===== src/rtl/spi_master_tx.sv =====
// SPI mode-0 transmitter: serialises data_i MSB first onto MOSI_o/SCK_o and
// strobes slave_start_o one cycle before shifting so the receiver is armed.
// Ports:
//   clk_i, reset_i (async, active-high)
//   data_i, start_i, ready_o : parallel word request/acceptance
//   slave_start_o            : one-cycle arm strobe for the receiver
//   MOSI_o, SCK_o            : serial data and clock (SCK idles low)
//   done_o                   : one-cycle completion pulse
module spi_master_tx #(
  parameter int DATA_WIDTH = 8,
  parameter int CLK_DIV    = 4
) (
  input  logic                  clk_i,
  input  logic                  reset_i,
  input  logic [DATA_WIDTH-1:0] data_i,
  input  logic                  start_i,
  output logic                  ready_o,
  output logic                  slave_start_o,
  output logic                  MOSI_o,
  output logic                  SCK_o,
  output logic                  done_o
);

  localparam int DIV_W = $clog2(CLK_DIV);
  localparam int CNT_W = $clog2(DATA_WIDTH + 1);

  localparam logic [2:0] IDLE  = 3'd0;
  localparam logic [2:0] ARM   = 3'd1;
  localparam logic [2:0] SHIFT = 3'd2;
  localparam logic [2:0] TRAIL = 3'd3;
  localparam logic [2:0] DONE  = 3'd4;

  localparam logic [DIV_W-1:0] DIV_LAST = DIV_W'(CLK_DIV - 1);
  localparam logic [CNT_W-1:0] CNT_LOAD = CNT_W'(DATA_WIDTH);
  localparam logic [CNT_W-1:0] CNT_ONE  = CNT_W'(1);

  // Narrower SCK phases would let the receiver's synchroniser miss edges.
  if (CLK_DIV < 4) begin : g_bad_div
    $error("spi_master_tx: CLK_DIV must be >= 4");
  end
  if (DATA_WIDTH < 2) begin : g_bad_width
    $error("spi_master_tx: DATA_WIDTH must be >= 2");
  end

  logic [2:0]            state_q, state_d;
  logic [DATA_WIDTH-1:0] shift_q, shift_d;
  logic [CNT_W-1:0]      cnt_q, cnt_d;
  logic [DIV_W-1:0]      div_q, div_d;
  logic                  sck_q, sck_d;
  logic                  mosi_q, mosi_d;
  logic                  ss_q, ss_d;
  logic                  done_q, done_d;

  always_comb begin
    state_d = state_q;
    shift_d = shift_q;
    cnt_d   = cnt_q;
    div_d   = div_q;
    sck_d   = sck_q;
    mosi_d  = mosi_q;
    ss_d    = 1'b0;
    done_d  = 1'b0;
    unique case (state_q)
      IDLE: begin
        sck_d  = 1'b0;
        mosi_d = 1'b0;
        if (start_i) begin
          shift_d = data_i;
          cnt_d   = CNT_LOAD;
          mosi_d  = data_i[DATA_WIDTH-1];
          ss_d    = 1'b1;
          state_d = ARM;
        end
      end
      ARM: begin
        mosi_d  = shift_q[DATA_WIDTH-1];
        div_d   = '0;
        state_d = SHIFT;
      end
      SHIFT: begin
        if (div_q == DIV_LAST) begin
          div_d = '0;
          sck_d = ~sck_q;
          // Falling toggle: advance to the next bit.
          if (sck_q) begin
            shift_d = {shift_q[DATA_WIDTH-2:0], 1'b0};
            cnt_d   = cnt_q - CNT_ONE;
            if (cnt_q == CNT_ONE) begin
              state_d = TRAIL;
            end else begin
              mosi_d = shift_q[DATA_WIDTH-2];
            end
          end
        end else begin
          div_d = div_q + DIV_W'(1);
        end
      end
      TRAIL: begin
        if (div_q == DIV_LAST) begin
          div_d   = '0;
          done_d  = 1'b1;
          state_d = DONE;
        end else begin
          div_d = div_q + DIV_W'(1);
        end
      end
      DONE: begin
        mosi_d  = 1'b0;
        state_d = IDLE;
      end
      default: begin
        state_d = IDLE;
        sck_d   = 1'b0;
        mosi_d  = 1'b0;
      end
    endcase
  end

  always_ff @(posedge clk_i or posedge reset_i) begin
    if (reset_i) begin
      state_q <= IDLE;
      shift_q <= '0;
      cnt_q   <= '0;
      div_q   <= '0;
      sck_q   <= 1'b0;
      mosi_q  <= 1'b0;
      ss_q    <= 1'b0;
      done_q  <= 1'b0;
    end else begin
      state_q <= state_d;
      shift_q <= shift_d;
      cnt_q   <= cnt_d;
      div_q   <= div_d;
      sck_q   <= sck_d;
      mosi_q  <= mosi_d;
      ss_q    <= ss_d;
      done_q  <= done_d;
    end
  end

  assign ready_o       = (state_q == IDLE);
  assign slave_start_o = ss_q;
  assign MOSI_o        = mosi_q;
  assign SCK_o         = sck_q;
  assign done_o        = done_q;

endmodule

===== config.mk =====
export PLATFORM = sky130hd
export DESIGN_NAME = spi_master_tx
export DESIGN_NICKNAME = d
export VERILOG_FILES = /design/src/rtl/spi_master_tx.sv
export SDC_FILE = /design/constraint.sdc
export NUM_CORES = 1
export LEC_CHECK = 0
export ABC_CLOCK_PERIOD_IN_PS = 2100
export BUFFER_PORTS_ARGS = -buffer_cell sky130_fd_sc_hd__buf_2
export CAP_MARGIN = 25
export CORE_MARGIN = 1
export CORE_UTILIZATION = 55
export DETAILED_ROUTE_END_ITERATION = 8
export PLACE_DENSITY_LB_ADDON = 0.3
export SETUP_SLACK_MARGIN = 0.05
export SLEW_MARGIN = 20
export SYNTH_ARGS = -nofsm -noshare
export SYNTH_HDL_FRONTEND = slang
export SYNTH_SLANG_ARGS = --single-unit

===== constraint.sdc =====
create_clock -name clk_i -period 2.1 [get_ports clk_i]
set_input_delay 0.315 -clock clk_i [delete_from_list [all_inputs] [get_ports clk_i]]
set_output_delay 0.315 -clock clk_i [all_outputs]
set_load 0.005 [all_outputs]

* Word-level counts from Yosys, hierarchy flattened
Index checks and enable logic that the tools add are counted.
Storage, ports and cells: flip-flop bits (word level) 21, input port bits 11
Operators by class: $add $sub $neg 2, equality and inequality tests 12, muxes and demuxes 27, bitwise gates (word level) 3, reduce and logical (&&, ||, !) cells 9
Operator list (count):
- $mux W8 | 3
- $pmux W8 S2 | 1
- $mux W3 | 5
- $mux W4 | 3
- $ne A2 B2 Y1 const B | 6
- $pmux W3 S4 | 1
- $mux W1 | 9
- $pmux W4 S2 | 1
- $reduce_and A4 Y1 | 2
- $eq A3 B2 Y1 const B | 2
- $reduce_and A5 Y1 | 1
- $eq A4 B1 Y1 const B | 1
- $pmux W1 S4 | 1
- $pmux W2 S2 | 1
- $reduce_bool A2 Y1 | 2
- $sub A4 B1 Y4 const B | 1
- $eq A3 B1 Y1 const B | 1
- $eq A3 B3 Y1 const B | 1
- $logic_not A3 Y1 | 1
- $not A1 Y1 | 3
- $reduce_or A3 Y1 | 1
- $add A2 B1 Y2 const B | 1
- $eq A2 B2 Y1 const B | 1
- $mux W2 | 1
- other kinds (3) | 3

* Longest topological paths before layout
word-level depth 5, gate-level depth with buffers 6, mapped depth without buffers 5

* Worst setup path after synthesis
No wires, ideal clock.
kind reg-to-reg, from register div_q[0], to register shift_q[0], arrival time 1535 ps, required time 1975 ps, path slack 440 ps, stages on the path, launching flop included 7, buffers on the path 2, period minus slack after synthesis 1660 ps, cell sequence dfrtp_1 > ha_1 > buf_4 > nand3_1 > a211oi_2 > buf_6 > mux2_2
Between the ends: longest elaborated chain between the ends 3
RTL lines:
- from (decl) | line 48 | logic [DIV_W-1:0] div_q, div_d;
- from (signal assigned) | line 133 | div_q <= div_d;
- $eq A2 B2 Y1 | line 81 | if (div_q == DIV_LAST) begin
- $ne A2 B2 Y1 (no line)
- $reduce_and A4 Y1 (no line)
- to (signal assigned) | line 131 | shift_q <= shift_d;
- to (decl) | line 46 | logic [DATA_WIDTH-1:0] shift_q, shift_d;
No other way between the ends. A chain may end at the register's enable or synchronous reset.

* Worst setup path in the final report
from register state_q[1], to register shift_q[7]
Between the ends: longest elaborated chain between the ends 3
RTL lines:
- from (decl) | line 45 | logic [2:0] state_q, state_d;
- from (signal assigned) | line 130 | state_q <= state_d;
- $eq A3 B2 Y1 / $logic_not A3 Y1 (equally long branches) | line 63 | unique case (state_q)
- $ne A2 B2 Y1 (no line) / $reduce_bool A2 Y1 (equally long branches)
- $reduce_and A4 Y1 (no line)
Parallel ways exist; a longest one is shown, timed or not.

==> metrics.md <==
| Metric | Value |
|---|---|
| CTS resizes | `0` |
| Sum Neg Setup Slack | `0 ps` |
| Sequential share of the synthesized area | `46.7%` |
| Fraction of registers with async set/reset | `100%` |
| Slowest cell on crit path | `dfrtp_1` |
| Drt pass-1 iters | `4` |
| Drt drc | `0` |
| Setup violators final | `0` |
| Placer Congestion | `0.777` |
| Ports | `16` |
| First-pass GRT wire length | `2960 µm` |
| Drt total wl | `1920 µm` |
| Sw Pwr | `188 µW` |
| Worst reg2reg path startpoint | `state_q[1]` |
| Clock Skew | `2.02 ps` |
| Final ANT Viol Nets | `0` |
| Largest net degree at the start of global routing | `22` |
| Hold Path Class | `input port to asynchronous set/reset pin` |
| Initial antenna violation count | `0` |
| Fillers | `170` |
| CTS Buf Count | `3` |
| Via Count | `780` |
| FF+latch area | `526 µm²` |
| Vias in the first global route | `697` |
| Final net count | `130` |
| Root buffer cell | `clkbuf_4` |
| Final Hold Viols | `0` |
| Warnings, synthesis | `0` |
| Cell mode on critical path | `mux2_2` |
| Final period util | `86.7%` |
| CTS tree | `built` |
| Area occupied by multi-input gates | `538 µm²` |
| Final WS setup | `279 ps` |
| Tightest Pin Transition | `760 ps` |
| Worst Reg-to-Reg Cells | `3` |
| # Post-CTS Setup Buffers | `0` |
| Die width | `47.3 µm` |
| Worst EP arrival | `2020 ps` |
| Main flop type after synthesis | `dfrtp_1` |
| Effective utilization at floorplan | `58.0%` |
| Slew Limit Fails | `0` |
| Cell-internal power | `572 µW` |
| Req. time, crit path | `2290 ps` |
| Clock net sink count | `21` |
| Max clock buf depth | `2` |
| Crit-path max cell delay | `560 ps` |
| Critical path fanouts, max | `13` |
| GR Util All Layers | `19.4%` |
| Reg-to-reg slack, setup | `280 ps` |
| Placeable core region | `1940 µm²` |
| Syn avg cell area | `11.6 µm²` |
| Startpoint types | `flop` |
| DRT iter0 DRCs | `9` |
| Run status | `finished, final reports clean` |
| HPWL after detailed placement | `1440 µm` |
| Top-area cell type share of the netlist area | `46.7%` |
| Die area | `2230 µm²` |
| DP Worst Slack | `281 ps` |
| Buffers plus inverters on the worst setup path | `0` |
| Via density per instance | `5.49` |
| Combinational group share of total power | `16.1%` |
| Cell variety after synth | `38` |
| Max IR drop VDD | `0.000505 V` |
| Routed WL per cell | `13.5 µm` |
| Sw frac | `24.7%` |
| Final core utilization | `64.6%` |
| Post-CTS Hold Fix Bufs | `0` |
| R2R Path End | `shift_q[7]` |
| Unrepaired setup endpoints after global routing | `no` |
| Diode count | `0` |
| Cells after Synth | `97` |
| Flop pwr share | `59.0%` |
| Leading area contributor after synthesis | `dfrtp_1` |
| P&R area growth vs syn | `11.4%` |
| Global route total overflow | `0` |
| H-tree level count | `1` |
| Crit-path cells | `nor3b_4, mux2_2, mux2_2` |
| Mapped Nets | `111` |
| Total of max-cap violations | `0` |
| Top cells by area, synth | `dfrtp_1 (47%), mux2_2 (14%), ha_1 (3.3%), nor2b_1 (2.2%), buf_6 (2.0%)` |
| Mapped Area | `1130 µm²` |
| Die Height | `47.3 µm` |
| Cell row count | `16` |
| Post-DP Area | `1230 µm²` |
| PD cells | `606 nW/µm²` |
| Yosys reg bits | `21` |
| Clock Latency Late Sink | `300 ps` |
| Final min period | `1820 ps` |
| Post-synth EDFFs | `0` |
| Layout cell share with drive strength beyond 1 | `34.8%` |
| Cell family with most CP delay | `multiplexers` |
| Worst relative slew slack | `49.3%` |
| IO Port Bufs | `15` |
| Critical path type | `flop to flop` |
| Worst-path clk slew | `110 ps` |
| CP endpoint kind | `flop` |
| Leak pwr | `0.000596 µW` |
| Clock Power Share | `25.0%` |
| Final Cell Area | `1250 µm²` |
| F_max | `549 MHz` |
==> kinds of logic (layout without fill, tap and decap cells) <==
group / count (synthesis) / in the layout / share of synthesized area, %
and+or+nand+nor: 30 / 30 / 17.9
DFF: 21 / 21 / 46.7
AOI/OAI and AO/OA: 16 / 16 / 10.8
muxes: 16 / 16 / 15.8
buffers and inverters: 11 / 29 / 5.56
adders and majority gates: 3 / 3 / 3.33
==> synthesized netlist by cell type (2+ instances only) <==
cell	count
dfrtp_1	21
mux2_2	14
inv_1	5
nor2b_1	4
nor3_1	4
o21ai_0	4
ha_1	3
nand3_1	3
a31oi_1	2
and3_1	2
and3b_1	2
buf_2	2
buf_6	2
mux2i_1	2
nand2b_1	2
nand3b_1	2
nor3b_1	2
==> area by class of cell <==
class	count	area share (%)
Clock buffer	4	2.09
Inverter	5	1.50
Multi-Input combinational cell	65	42.9
Sequential cell	21	41.9
Tap cell	27	2.69
Timing Repair Buffer	20	8.97
==> routing by layer <==
metal,up-vias,track usage [%],part of all wire [%]
li1,388,-,-
met1,378,25.8,51
met2,10,31.8,46
met3,4,2.31,1.9
met4,0,8.57,1.4
met5,-,0,0
==> worst max-delay path by stage <==
stage | start | endpoint | slack, ps | cells after the start
after floorplan | div_q[0] | shift_q[0] | 440 | 6
after global placement | state_q[1] | shift_q[5] | 340 | 3
after detailed placement | state_q[1] | shift_q[7] | 280 | 3
after CTS | state_q[1] | shift_q[7] | 260 | 3
after global routing | state_q[1] | shift_q[7] | 160 | 3
final | state_q[1] | shift_q[7] | 280 | 3
==> registers in the layout (all words and copies together) (netlist names) <==
register	count
shift_q	8
cnt_q	4
state_q	3
div_q	2
MOSI_o	1
SCK_o	1
done_o	1
slave_start_o	1
==> power groups by stage <==
stage	Combinational, µW	Sequential, µW	Clock, µW
5_1_grt	135	452	214
2_1_floorplan	97.6	449	0
4_1_cts	123	448	196
6_report	122	448	190
3_5_place_dp	123	456	0
3_3_place_gp	118	454	0
==> cells in the final DEF, fill, tap and decap left out, types with 2 or more instances in the layout <==
master    count
dfrtp_1      21
buf_2        15
mux2_2       14
inv_1         5
buf_4         5
nor2b_1       4
nor3_1        4
o21ai_0       4
nand3_1       3
ha_1          3
clkbuf_4      3
a31oi_1       2
and3b_1       2
nor3b_1       2
nand2b_1      2
nand3b_1      2
and3_1        2
mux2i_1       2
==> through the flow <==
| step | std cells | total power (µW) | hold WS, ps |
|---|---|---|---|
| 5_1_grt | 142 | 801 | 208 |
| 3_3_place_gp | 138 | 572 | 486 |
| 3_5_place_dp | 138 | 579 | 497 |
| 2_1_floorplan | 97 | 546 | 292 |
| 6_report | 142 | 760 | 131 |
| 4_1_cts | 142 | 768 | 161 |
Power figures use the tool's default switching activity.
